## config.mk

```make
export PLATFORM = sky130hd
export DESIGN_NAME = ac_link_flat
export DESIGN_NICKNAME = d
export VERILOG_FILES = /design/src/rtl/ac_link_pkg.sv /design/src/rtl/ac_link_if.sv /design/src/rtl/ac_link_rotate.sv /design/src/rtl/ac_link.sv /design/src/flat_wrapper.sv
export SDC_FILE = /design/constraint.sdc
export NUM_CORES = 1
export LEC_CHECK = 0
export CAP_MARGIN = 5
export CELL_PAD_IN_SITES_DETAIL_PLACEMENT = 1
export CELL_PAD_IN_SITES_GLOBAL_PLACEMENT = 1
export CORE_ASPECT_RATIO = 1.1
export CORE_MARGIN = 2
export CORE_UTILIZATION = 44
export CTS_BUF_LIST = sky130_fd_sc_hd__clkbuf_8
export CTS_CLUSTER_SIZE = 8
export DETAILED_ROUTE_END_ITERATION = 6
export GPL_TIMING_DRIVEN = 0
export PLACE_DENSITY = 0.95
export RECOVER_POWER = 100
export SLEW_MARGIN = 20
export SYNTH_ARGS = -nofsm -noshare
export SYNTH_HDL_FRONTEND = slang
export SYNTH_HIERARCHICAL = 1
export SYNTH_SLANG_ARGS = --single-unit
```

## constraint.sdc

```tcl
create_clock -name clk -period 4.4 [get_ports clk]
set_input_delay 0.88 -clock clk [delete_from_list [all_inputs] [get_ports clk]]
set_output_delay 0.88 -clock clk [all_outputs]
set_load 0.01 [all_outputs]
```

## src/rtl/ac_link_pkg.sv

```systemverilog
// rtl/ac_link_pkg.sv - shared types and constants for the PDP-8 AC/Link unit
//
// Package pdp8_pkg:
//   WORD_W / LW_W : width of AC and of the {L,AC} pair
//   OP_*          : bit positions of the group-1 microinstruction bits in op
//   state_t       : sequencer states
package pdp8_pkg;
    localparam int WORD_W = 12;
    localparam int LW_W   = 13;

    localparam int OP_CLA = 7;
    localparam int OP_CLL = 6;
    localparam int OP_CMA = 5;
    localparam int OP_CML = 4;
    localparam int OP_RAR = 3;
    localparam int OP_RAL = 2;
    localparam int OP_BSW = 1;
    localparam int OP_IAC = 0;

    typedef enum logic [2:0] {
        IDLE = 3'd0,
        P1   = 3'd1,
        P2   = 3'd2,
        P3   = 3'd3,
        P4   = 3'd4,
        P4B  = 3'd5,
        DONE = 3'd6
    } state_t;
endpackage

```

## src/rtl/ac_link_if.sv

```systemverilog
// rtl/ac_link_if.sv - command/result bundle between the datapath and ac_link
//
// alu_s/alu_co : ALU result and carry
// ld_ac/clr_ac : load AC from ALU / clear AC
// start/op     : launch a group-1 microinstruction sequence
// ac/link      : accumulator and link outputs
// busy/done    : sequence in progress / one-cycle completion pulse
// master = command source, slave = ac_link.
interface ac_link_if;
    import pdp8_pkg::*;

    logic [WORD_W-1:0] alu_s;
    logic              alu_co;
    logic              ld_ac;
    logic              clr_ac;
    logic              start;
    logic [7:0]        op;
    logic [WORD_W-1:0] ac;
    logic              link;
    logic              busy;
    logic              done;

    modport master (
        output alu_s, alu_co, ld_ac, clr_ac, start, op,
        input  ac, link, busy, done
    );

    modport slave (
        input  alu_s, alu_co, ld_ac, clr_ac, start, op,
        output ac, link, busy, done
    );
endinterface

```

## src/rtl/ac_link_rotate.sv

```systemverilog
// rtl/ac_link_rotate.sv - one rotate/byte-swap step on the 13-bit {L,AC}
//
// Module ac_rotate (combinational):
//   la     : {L,AC} input
//   rar    : rotate right one
//   ral    : rotate left one
//   bsw    : swap 6-bit halves of AC when neither rotate is set
//   la_out : {L,AC} after one step
module ac_rotate
    import pdp8_pkg::*;
(
    input  logic [LW_W-1:0] la,
    input  logic            rar,
    input  logic            ral,
    input  logic            bsw,
    output logic [LW_W-1:0] la_out
);
    always_comb begin
        la_out = la;
        case ({rar, ral})
            // L <= AC[11], AC <= {AC[10:0], L}
            2'b01: la_out = {la[11:0], la[12]};
            // L <= AC[0], AC <= {L, AC[11:1]}
            2'b10: la_out = {la[0], la[12:1]};
            2'b00: if (bsw) la_out = {la[12], la[5:0], la[11:6]};
            // Both rotates set cancel out, BSW included.
            default: la_out = la;
        endcase
    end
endmodule

```

## src/rtl/ac_link.sv

```systemverilog
// rtl/ac_link.sv - PDP-8 accumulator/link registers and group-1 sequencer
//
// Ports:
//   clk   : clock, rising edge
//   reset : asynchronous active-high; idle state, AC=0, L=0
//   bus   : ac_link_if.slave (ALU inputs, commands, ac/link/busy/done)
// Commands in IDLE/DONE take priority start > clr_ac > ld_ac. A started
// sequence walks P1..P4 (plus P4B for RTL/RTR), one phase per cycle.
module ac_link
    import pdp8_pkg::*;
(
    input  logic       clk,
    input  logic       reset,
    ac_link_if.slave   bus
);
    state_t            state, state_n;
    logic [7:0]        op_q, op_n;
    logic [WORD_W-1:0] ac_q, ac_n;
    logic              link_q, link_n;
    logic [LW_W-1:0]   rot_out;
    logic              double_rot;

    ac_rotate u_rotate (
        .la     ({link_q, ac_q}),
        .rar    (op_q[OP_RAR]),
        .ral    (op_q[OP_RAL]),
        .bsw    (op_q[OP_BSW]),
        .la_out (rot_out)
    );

    // RTL/RTR: BSW with exactly one rotate direction repeats the step.
    assign double_rot = op_q[OP_BSW] & (op_q[OP_RAR] ^ op_q[OP_RAL]);

    always_ff @(posedge clk or posedge reset) begin
        if (reset) begin
            state  <= IDLE;
            op_q   <= '0;
            ac_q   <= '0;
            link_q <= 1'b0;
        end else begin
            state  <= state_n;
            op_q   <= op_n;
            ac_q   <= ac_n;
            link_q <= link_n;
        end
    end

    always_comb begin
        state_n = state;
        op_n    = op_q;
        ac_n    = ac_q;
        link_n  = link_q;
        case (state)
            IDLE, DONE: begin
                state_n = IDLE;
                if (bus.start) begin
                    op_n    = bus.op;
                    state_n = P1;
                end else if (bus.clr_ac) begin
                    ac_n = '0;
                end else if (bus.ld_ac) begin
                    ac_n   = bus.alu_s;
                    link_n = link_q ^ bus.alu_co;
                end
            end
            P1: begin
                if (op_q[OP_CLA]) ac_n = '0;
                if (op_q[OP_CLL]) link_n = 1'b0;
                state_n = P2;
            end
            P2: begin
                if (op_q[OP_CMA]) ac_n = ~ac_q;
                if (op_q[OP_CML]) link_n = ~link_q;
                state_n = P3;
            end
            P3: begin
                // 13-bit increment: AC carry-out toggles L.
                if (op_q[OP_IAC]) {link_n, ac_n} = {link_q, ac_q} + 13'd1;
                state_n = P4;
            end
            P4: begin
                {link_n, ac_n} = rot_out;
                state_n = double_rot ? P4B : DONE;
            end
            P4B: begin
                {link_n, ac_n} = rot_out;
                state_n = DONE;
            end
            default: state_n = IDLE;
        endcase
    end

    assign bus.ac   = ac_q;
    assign bus.link = link_q;
    assign bus.busy = (state == P1) || (state == P2) || (state == P3) ||
                      (state == P4) || (state == P4B);
    assign bus.done = (state == DONE);
endmodule

```

## src/flat_wrapper.sv

```systemverilog
// flat-port wrapper written by rule: the top's interface ports become plain ports
module ac_link_flat import pdp8_pkg::*;
  (clk, reset, bus_alu_s, bus_alu_co, bus_ld_ac, bus_clr_ac, bus_start, bus_op, bus_ac, bus_link, bus_busy, bus_done);
  ac_link_if bus_i ();
  input  logic clk;
  input  logic reset;
  input wire logic [$bits(bus_i.alu_s)-1:0] bus_alu_s;
  input wire logic [$bits(bus_i.alu_co)-1:0] bus_alu_co;
  input wire logic [$bits(bus_i.ld_ac)-1:0] bus_ld_ac;
  input wire logic [$bits(bus_i.clr_ac)-1:0] bus_clr_ac;
  input wire logic [$bits(bus_i.start)-1:0] bus_start;
  input wire logic [$bits(bus_i.op)-1:0] bus_op;
  output wire logic [$bits(bus_i.ac)-1:0] bus_ac;
  output wire logic [$bits(bus_i.link)-1:0] bus_link;
  output wire logic [$bits(bus_i.busy)-1:0] bus_busy;
  output wire logic [$bits(bus_i.done)-1:0] bus_done;
  assign bus_i.alu_s = bus_alu_s;
  assign bus_i.alu_co = bus_alu_co;
  assign bus_i.ld_ac = bus_ld_ac;
  assign bus_i.clr_ac = bus_clr_ac;
  assign bus_i.start = bus_start;
  assign bus_i.op = bus_op;
  assign bus_ac = bus_i.ac;
  assign bus_link = bus_i.link;
  assign bus_busy = bus_i.busy;
  assign bus_done = bus_i.done;
  ac_link u_core (.clk(clk), .reset(reset), .bus(bus_i));
endmodule
```

==> impl_metrics.py <==
metrics = {
    "outcome": {
        "status": "finished, final reports clean",
    },
    "synthesis": {
        "synth.distinct_cells": 46,
        "syn_nets": 239,
        "syn_avg_cell_area_um2": 9.520,
        "netlist_area_um2": 2018,
        "yosysWarningCount": 6,
        "synth_edf_count": 0,
        "postSynthCellCount": 212,
        "synth-async-reset-ratio": 1.000,
        "synth_ff_type": "dfrtp_1",
        "ys_seq_area_frac": 0.2976,
        "ys_seq_elements": 24,
    },
    "clock_tree": {
        "clk_pin_slew_ns": 0.09,
        "clk-insertion-delay-late_ns": 0.28,
        "cts_sinks": 24,
        "clock_path_buffers": 2,
        "cts_max_level": 1,
        "cts_buffers": 3,
        "tritoncts": "done",
        "ctsHoldBuffers": 0,
        "post-cts-setup-buffers": 0,
        "cts_resized": 0,
        "cts-root-buf": "clkbuf_8",
    },
    "pwr": {
        "power.share.switching": 0.4710,
        "p_switching_uw": 982.9,
        "leakage_nw": 1.010,
        "intPower_mw": 1.104,
        "pwr-share-comb": 0.656,
        "vdd_drop_max_mv": 0.4614,
        "p_clk_frac": 0.098,
        "p_seq_frac": 0.247,
        "p_per_area_nw_per_um2": 816.8,
    },
    "detailed_routing": {
        "drtIter0Drc": 253,
        "antenna_left": 0,
        "drt_first_pass_iters": 5,
        "post_drt_via_cell_ratio": 6.732,
        "vias": 2087,
        "wl_per_cell_um": 22.80,
        "drcViolationCount": 0,
        "drt-total-wl_mm": 7.067,
    },
    "layout": {
        "drive_above_1_share": 0.1641,
        "layout_commonest_cell": "dfrtp_1",
        "nNetsFinal": 284,
        "syn_to_final_growth_pct": 26.60,
        "diodes": 0,
        "most-common-layout-cells": "dfrtp_1 (24), clkdlybuf4s50_1 (23), nor2_1 (21), dlygate4sd3_1 (17), o21ai_0 (17)",
        "fillers": 508,
    },
    "worst_setup_path": {
        "cp_max_fo": 10,
        "criticalPathCategory": "reg2out",
        "critPathLaunchType": "register",
        "crit_required_ns": 3.52,
        "cpPeakStageDelay_ns": 0.61,
        "crit_top_cell": "clkbuf_1",
        "cp_slowest_cell": "dlygate4sd3_1",
        "cp_cell_sequence": "clkbuf_1, clkbuf_1, nand2_1, nor2_1, dlygate4sd3_1",
        "arrival_ns": 2.39,
        "cp-end-kind": "primary output",
    },
    "sta": {
        "clock_skew_ns": 0.006418,
        "post-route-period-util": 0.7436,
        "worst_slew_margin_rel": 0.3713,
        "drv_slew": 0,
        "clock.fmax_mhz": 305.6,
        "tightest_slew_ns": 0.9373,
        "rsz0062_at_grt": "no",
        "setup-tns-final_ns": 0,
        "setup_viol": 0,
        "worst_slack_ns": 1.128,
        "hold_violations": 0,
        "min_period_ns": 3.272,
    },
    "placed_design": {
        "place.gp.congestion": 0.8859,
        "place_hpwl_mm": 4.813,
        "pre_cts_ws_ns": 1.597,
        "port_buffers": 40,
    },
    "floorplan": {
        "io_pins": 41,
        "fp-row-count": 25,
        "core_um2": 4348,
        "die_w_um": 68.58,
        "dieArea_um2": 5145,
        "dieHeight_um": 75.03,
        "start_util": 0.4642,
    },
    "hold_path": {
        "holdCritPathClass": "reg2reg",
    },
    "run": {
        "cap_violations": 0,
    },
    "grt": {
        "grt_antenna_before_repair": 0,
        "grt_pass1_wl_mm": 11.10,
        "grt_pass1_vias": 2091,
        "grt_use_total": 0.3008,
        "grt_overflow": 0,
        "grt_max_degree": 25,
    },
}
-- cell usage after synthesis, types with 2 or more instances --
cell	number	share of area
a211oi_1	2	0.0074
a21oi_1	7	0.017
a221oi_1	4	0.017
a222oi_1	6	0.030
a31oi_1	3	0.0093
a32o_1	2	0.0099
and3_1	3	0.0093
buf_2	8	0.020
clkbuf_1	9	0.017
dfrtp_1	24	0.30
inv_1	7	0.013
mux2_1	9	0.050
mux2_2	12	0.067
mux2i_1	3	0.015
mux4_2	12	0.13
nand2_1	14	0.026
nand2b_1	3	0.0093
nand3_1	5	0.012
nand4_1	3	0.0093
nor2_1	21	0.039
nor2b_1	2	0.0062
nor3_1	2	0.0050
nor3b_1	3	0.011
o21ai_0	17	0.042
o21ba_2	2	0.0099
o21bai_1	2	0.0074
o22ai_1	4	0.012
or2_2	2	0.0062
or3_1	2	0.0062
xnor2_1	3	0.013
-- sequential cells by signal (all words and copies together), names as in the netlist --
register / flops
u_core/bus.ac: 12
u_core/op_q: 8
u_core/state: 3
u_core/bus.link: 1
-- cells by family (layout without fill, tap and decap cells) --
family,count (synthesis),count (layout),share of synthesized area
compound gates,57,57,0.1971
mux,36,36,0.2660
fa+ha+maj,1,1,0.006199
simple gates,65,65,0.1606
xor+xnor,4,4,0.01736
buf+inv,25,69,0.05518
flops,24,24,0.2976
-- path summary, 6_finish.rpt --
check,startpoint,end,depth (start not counted),slack [ns]
max,u_core/state[1],bus_done,5,1.13
min,u_core/op_q[4],u_core/op_q[4],1,0.53
max reg2reg,u_core/state[1],u_core/bus.ac[7],7,1.93
min in group asynchronous,reset,u_core/bus.ac[11],2,1.13
max in group asynchronous,reset,u_core/op_q[5],2,2.84
min reg2reg,u_core/op_q[4],u_core/op_q[4],1,0.53
-- stage by stage --
stage          area, um^2  cells  power (mW)    util  hold slack [ns]
2_1_floorplan        2018    212       1.410       -           0.4818
3_3_place_gp         2486    306       1.772  0.5718           0.4949
3_5_place_dp         2486    306       1.855  0.5718           0.5159
4_1_cts              2557    310       2.081  0.5882           0.5382
5_1_grt              2555    310       2.205  0.5876           0.5647
6_report             2555    310       2.087  0.5876           0.5288
-- layer usage --
metal / vias to the layer above / track usage / wire length, um
met2: 134 / 0.5107 / 3676
li1: 899 / - / -
met4: 0 / 0.1111 / 140
met3: 13 / 0.04036 / 553
met1: 1041 / 0.3894 / 2696
met5: - / 0 / 0
-- critical path, delay by kind of cell, from the launching register on --
| kind | cells | cell delay [ns] |
|---|---|---|
| buffers and inverters | 3 | 1.41 |
| AND/OR/NAND/NOR | 2 | 0.38 |
| flip-flops | 1 | 0.33 |
-- power groups by stage --
stage          Combinational, mW  Sequential (mW)  Clock [mW]
6_report                    1.37            0.515       0.204
3_3_place_gp                1.27            0.502           0
3_5_place_dp                1.34            0.513           0
2_1_floorplan              0.938            0.473           0
4_1_cts                     1.36            0.511       0.207
5_1_grt                     1.45            0.536       0.215
-- area by class of cell --
cell class                 instances  area, um^2  share of cell area
clock buffer                       3       41.29             0.01616
clock inverter                     1       30.03             0.01175
sequential                        24       600.6              0.2351
multi-input combinational        163        1306              0.5113
buffer                            18       82.58             0.03232
timing repair buffer              40       400.4              0.1567
inverter                           7       26.28             0.01028
tap                               54       67.56             0.02644
No activity file was read; power rests on OpenSTA's default activity.
